<file path="config.mk">
export PLATFORM = sky130hd
export DESIGN_NAME = serial_frame_rx
export DESIGN_NICKNAME = d
export VERILOG_FILES = /design/src/rtl/serial_frame_rx.sv
export SDC_FILE = /design/constraint.sdc
export NUM_CORES = 1
export LEC_CHECK = 0
export ABC_AREA = 1
export BUFFER_PORTS_ARGS = -buffer_cell sky130_fd_sc_hd__buf_4
export CAP_MARGIN = 20
export CORE_UTILIZATION = 37
export CTS_CLUSTER_DIAMETER = 40
export DETAILED_ROUTE_END_ITERATION = 16
export MAX_ROUTING_LAYER = met4
export PLACE_DENSITY = 0.54
export SYNTH_ARGS = -nofsm -noshare
export SYNTH_HDL_FRONTEND = slang
export SYNTH_SLANG_ARGS = --single-unit
</file>
<file path="constraint.sdc">
create_clock -name clk -period 1.22 [get_ports clk]
set_input_delay 0.061 -clock clk [delete_from_list [all_inputs] [get_ports clk]]
set_output_delay 0.061 -clock clk [all_outputs]
set_load 0.02 [all_outputs]
</file>
<file path="src/rtl/serial_frame_rx.sv">
// serial_frame_rx: receive-path front end fed by the registered serial bit stream.
// It hunts for SYNC_PAT, collects a DATA_W-bit word (MSB first), optionally checks
// an even-parity bit, and presents the word on a 1-deep valid/ready buffer.
// Optional feature macro: PARITY_CHK_EN. When it is defined, a PAR state takes the
// parity bit after the data word. When it is not defined, the word is loaded on the
// edge that takes its last data bit, and parity_err is tied low.
module serial_frame_rx #(
    parameter int unsigned       SYNC_W   = 8,
    parameter logic [SYNC_W-1:0] SYNC_PAT = 8'hA5,
    parameter int unsigned       DATA_W   = 8,
    parameter int unsigned       CNT_W    = 8
) (
    input  logic              clk,
    input  logic              rst,
    input  logic              bit_in,
    input  logic              bit_en,
    output logic [DATA_W-1:0] data_out,
    output logic              data_valid,
    input  logic              data_ready,
    output logic              parity_err,
    output logic              overrun,
    output logic              busy,
    output logic [CNT_W-1:0]  frame_cnt
);

    localparam int unsigned BIT_CNT_W = (DATA_W > 1) ? $clog2(DATA_W) : 1;
    localparam logic [BIT_CNT_W-1:0] LAST_BIT = BIT_CNT_W'(DATA_W - 1);

    typedef enum logic [1:0] {
        ST_HUNT = 2'd0,
        ST_DATA = 2'd1,
        ST_PAR  = 2'd2
    } state_t;

    state_t                state_q,      state_d;
    logic [SYNC_W-1:0]     sync_sr_q,    sync_sr_d;
    logic [DATA_W-1:0]     data_sr_q,    data_sr_d;
    logic [BIT_CNT_W-1:0]  bit_cnt_q,    bit_cnt_d;
    logic [DATA_W-1:0]     data_out_q,   data_out_d;
    logic                  data_valid_q, data_valid_d;
    logic                  parity_err_q, parity_err_d;
    logic                  overrun_q,    overrun_d;
    logic                  busy_q,       busy_d;
    logic [CNT_W-1:0]      frame_cnt_q,  frame_cnt_d;

    // Post-shift views of the two shift registers for the current bit.
    logic [SYNC_W-1:0] sync_shift;
    logic [DATA_W-1:0] data_shift;
    // Word and parity verdict presented to the buffer when a frame completes.
    logic [DATA_W-1:0] frame_word;
    logic              parity_mis;

    assign sync_shift = {sync_sr_q[SYNC_W-2:0], bit_in};
    assign data_shift = {data_sr_q[DATA_W-2:0], bit_in};

`ifdef PARITY_CHK_EN
    // The data word is complete in data_sr by the time the parity bit arrives.
    assign frame_word = data_sr_q;
    assign parity_mis = bit_in ^ (^data_sr_q);
`else
    // No parity bit: the word completes with the bit being sampled right now.
    logic unused_data_msb;
    assign frame_word      = data_shift;
    assign parity_mis      = 1'b0;
    assign unused_data_msb = data_sr_q[DATA_W-1];
`endif

    // Next-state logic: frame sequencing, buffer load/drain and sticky flags.
    always_comb begin
        logic frame_done;
        logic load_ok;

        // NOTE: every variable gets a default before any branch so that no path
        // leaves it unassigned; a missing default here would infer a latch.
        state_d      = state_q;
        sync_sr_d    = sync_sr_q;
        data_sr_d    = data_sr_q;
        bit_cnt_d    = bit_cnt_q;
        data_out_d   = data_out_q;
        data_valid_d = data_valid_q;
        parity_err_d = parity_err_q;
        overrun_d    = overrun_q;
        frame_cnt_d  = frame_cnt_q;
        frame_done   = 1'b0;

        // The buffer can take a new word if it is empty or is drained this edge.
        load_ok = !data_valid_q || data_ready;

        if (data_valid_q && data_ready) begin
            data_valid_d = 1'b0;
        end

        if (bit_en) begin
            case (state_q)
                ST_HUNT: begin
                    // Sliding window: no restart on mismatch, overlaps are found.
                    sync_sr_d = sync_shift;
                    if (sync_shift == SYNC_PAT) begin
                        state_d   = ST_DATA;
                        bit_cnt_d = '0;
                    end
                end
                ST_DATA: begin
                    data_sr_d = data_shift;
                    bit_cnt_d = bit_cnt_q + BIT_CNT_W'(1);
                    if (bit_cnt_q == LAST_BIT) begin
`ifdef PARITY_CHK_EN
                        state_d = ST_PAR;
`else
                        frame_done = 1'b1;
`endif
                    end
                end
`ifdef PARITY_CHK_EN
                ST_PAR: begin
                    frame_done = 1'b1;
                end
`endif
                default: begin
                    state_d = ST_HUNT;
                end
            endcase
        end

        if (frame_done) begin
            // Clearing the sync window keeps old bits from faking a new sync.
            state_d   = ST_HUNT;
            sync_sr_d = '0;
            if (load_ok) begin
                data_out_d   = frame_word;
                data_valid_d = 1'b1;
                parity_err_d = parity_mis;
                frame_cnt_d  = frame_cnt_q + CNT_W'(1);
            end else begin
                overrun_d = 1'b1;
            end
        end

        busy_d = (state_d == ST_DATA) || (state_d == ST_PAR);
    end

    // State register with synchronous, active-high reset taking priority.
    always_ff @(posedge clk) begin
        // NOTE: non-blocking assignments here so every flop samples the values of
        // the previous cycle, independent of statement order.
        if (rst) begin
            state_q      <= ST_HUNT;
            sync_sr_q    <= '0;
            data_sr_q    <= '0;
            bit_cnt_q    <= '0;
            data_out_q   <= '0;
            data_valid_q <= 1'b0;
            parity_err_q <= 1'b0;
            overrun_q    <= 1'b0;
            busy_q       <= 1'b0;
            frame_cnt_q  <= '0;
        end else begin
            state_q      <= state_d;
            sync_sr_q    <= sync_sr_d;
            data_sr_q    <= data_sr_d;
            bit_cnt_q    <= bit_cnt_d;
            data_out_q   <= data_out_d;
            data_valid_q <= data_valid_d;
            parity_err_q <= parity_err_d;
            overrun_q    <= overrun_d;
            busy_q       <= busy_d;
            frame_cnt_q  <= frame_cnt_d;
        end
    end

    assign data_out   = data_out_q;
    assign data_valid = data_valid_q;
    assign parity_err = parity_err_q;
    assign overrun    = overrun_q;
    assign busy       = busy_q;
    assign frame_cnt  = frame_cnt_q;

endmodule

</file>
==> impl_metrics.toml <==
[critical_path]
r2r_slack_ps = -70
required_ps = 1450
crit_top_cell = "nand2_1"
critPathLaunchType = "flop"
r2r-start = "bit_cnt_q[1]$_SDFFE_PP0P_"
r2r_cells = 9
cp-end-kind = "flop"
crit_family = "simple AND/OR/NAND/NOR gates"
crit_fanout = 16
crit_buf_inv = 1
reg2reg_to = "frame_cnt[5]$_SDFFE_PP0P_"
cp.arrival_ps = 1530
crit_path_cell_trace = "ha_4, ha_4, nand3_4, nor2_4, buf_12, nand2_1, nand2_1, nand2_1, nor2_1"
critical-path-slowest-cell = "dfxtp_2"
cp_slowest_stage_delay_ps = 360
path_class = "reg -> reg"

[timing]
drv_slew = 0
period_share_pct = 106
rsz0062_at_grt = "true"
setup_tns_ps = -580
fin_ws_ps = -73.9
finalSetupViolCount = 16
hold_viol = 0
fin_skew_ps = 8.29
fmax_ghz = 0.773
min_period_ps = 1290

[drt]
post-route-drc-count = 0
dr.pass1.iters = 4
via_per_inst = 4.51
post_drt_wl_per_cell_um = 10.2
drt_wl_total_um = 3110
drt_iter0_markers = 70
num_vias = 1370
ant_nets = 0

[power]
p_per_area_nw_per_um2 = 1090
leakage_nw = 0.899
irDropWorstVdd_mv = 0.559

[cts]
cts_max_level = 2
cts_made_buffers = 5
clock-sinks = 38
clockBufferDepth = 2
clockRootBuffer = "clkbuf_8"
cts_tree = "built"
insertion_delay_ps = 290
clk_pin_slew_worst_paths_ps = 80
post_cts_buffers = 0

[die]
io_pins = 25
die_x_um = 67.2
die_y_um = 67.2
core.rowCount = 23
core_region_area_um2 = 4030
dieArea_um2 = 4520
start_util_pct = 39.1

[grt]
grt_pass1_wl_um = 5330
grt_max_degree = 17
grt_use_total_pct = 16.5
top_usage_layer = "met2"
grt_pass1_vias = 1191
use_met3_pct = 5.24
met1_usage_pct = 21.6
antenna_found_initial = 0
grt.overflow.total = 0
met2_usage_pct = 23.3

[synthesis]
synth_warnings = 0
synth_nets = 228
synth_area_um2 = 1570
synthTopCellsByArea = "dfxtp_1 (48%), nand2_1 (14%), nor2_1 (8.1%)"
synth_top_area_share_pct = 48.3
syn_inst = 220
yosysTopAreaCell = "dfxtp_1"
synth.distinct_cells = 22
yosys_register_bits = 38
ys_seq_area_share_pct = 48.3
avgSynthCellArea_um2 = 7.15

[cells_and_area]
drive_above_1_share_pct = 23.2
layout.nets = 261
area_growth_pct = 27.6
final_cells = 304
diodes = 0

[outcome]
status = "complete, but fails checks"
failed_checks = "negative setup slack"

[placement]
gp_congestion = 0.730
place_hpwl_um = 2150
dp.cells = 296
portBuffers = 23
place_ws_ps = -95.0

[job]
drv_cap = 0

[hold_path]
hold_path_depth = 3
worstHoldEndpoint = "data_out[0]$_SDFFE_PP0P_"
hp-start = "bit_in"
hold_class = "in -> reg"
[worst register-to-register path, delay by kind of cell (launching register included)]
kind | cells | cell delay [ps]
DFF | 1 | 360
adders and majority gates | 2 | 260
and+or+nand+nor | 6 | 450
buffers and inverters | 1 | 160
[registers in the layout, indices dropped and copies added, names as in the netlist]
name	cells
state_q	2
frame_cnt	8
sync_sr_q	7
data_out	8
overrun	1
data_sr_q	7
busy	1
bit_cnt_q	3
data_valid	1
[Yosys cell counts]
cell,count
o21ai_0,9
nor2_1,34
buf_4,2
inv_1,23
nand2_2,1
nand3_2,1
nand3_1,12
buf_2,3
nand4_1,1
or2_2,1
conb_1,1
nand2_1,60
dfxtp_1,38
a21oi_1,21
inv_2,2
o21a_1,1
clkbuf_1,2
xor2_1,1
ha_1,3
nor2_2,2
xnor2_1,1
buf_6,1
[power by group]
group          switching, mW  internal, mW  total (mW)
Clock                  0.462         0.401       0.864
Sequential           0.00256          1.24        1.25
Combinational         0.0456        0.0251      0.0706
Total                  0.510          1.67        2.18
[placed cells by master, fill, tap and decap left out]
cell	instances
dfxtp_1	36
buf_12	1
nand4_1	1
dfxtp_2	2
nor2_1	33
nor2_4	1
ha_1	1
nand3_2	2
nand2_2	1
clkinvlp_4	1
nand2_1	60
nand3_4	1
clkbuf_8	5
nor2_2	2
inv_2	3
or2_2	1
xnor2_2	1
buf_4	33
ha_4	2
clkinv_2	1
o21ai_0	9
clkinv_4	1
inv_4	1
conb_1	1
xor2_1	1
nand3_1	10
o21a_1	1
a21oi_1	21
inv_1	21
[stage by stage]
stage               hold WS, ps  instance area [µm²]  total power [mW]  util, %
floorplan                   196                 1620              1.31        -
global placement            335                 1900              1.34     47.0
detailed placement          346                 1900              1.34     47.0
CTS                        43.3                 1990              2.21     49.3
global route               51.2                 2010              2.27     49.8
finish                     41.6                 2010              2.18     49.8
[cells by family after synthesis]
| family | count (synthesis) | share of synthesized area (%) |
|---|---|---|
| simple gates | 112 | 28.9 |
| flops | 38 | 48.3 |
| buf+inv | 33 | 9.06 |
| compound gates | 31 | 10.0 |
| fa+ha+maj | 3 | 2.38 |
| xor+xnor | 2 | 1.11 |
| other cells | 1 | 0.238 |
[area by class of cell]
cell class	instances	area, µm²
multi-input cells	149	728
inverters	25	96.3
flip-flops and latches	38	763
clock inverters	3	21.3
fillers	428	2020
well taps	50	62.6
repair buffers	34	268
clock buffers	5	68.8
[worst max path at each step]
stage,from,end,slack [ps],cells past startpoint
6_report,bit_cnt_q[1]$_SDFFE_PP0P_,frame_cnt[5]$_SDFFE_PP0P_,-70,9
2_1_floorplan,bit_cnt_q[1]$_SDFFE_PP0P_,frame_cnt[5]$_SDFFE_PP0P_,2,8
3_5_place_dp,bit_cnt_q[1]$_SDFFE_PP0P_,frame_cnt[5]$_SDFFE_PP0P_,-90,8
5_1_grt,bit_cnt_q[0]$_SDFFE_PP0P_,frame_cnt[5]$_SDFFE_PP0P_,-200,9
3_3_place_gp,bit_cnt_q[1]$_SDFFE_PP0P_,frame_cnt[5]$_SDFFE_PP0P_,-60,8
4_1_cts,bit_cnt_q[1]$_SDFFE_PP0P_,frame_cnt[5]$_SDFFE_PP0P_,-90,9
[routing by layer]
metal / vias up / wire (µm)
met5: - / 0
li1: 746 / -
met4: 0 / 48
met2: 19 / 1310
met1: 600 / 1620
met3: 5 / 128
[timing repair]
item                                    CTS  global route
hold buffers                              0             0
endpoints found under the hold margin     0             0
pin swaps                                 1             0
endpoints found under the setup margin   16            27
resized for setup                         0             6
No activity file was read; power rests on OpenSTA's default activity.
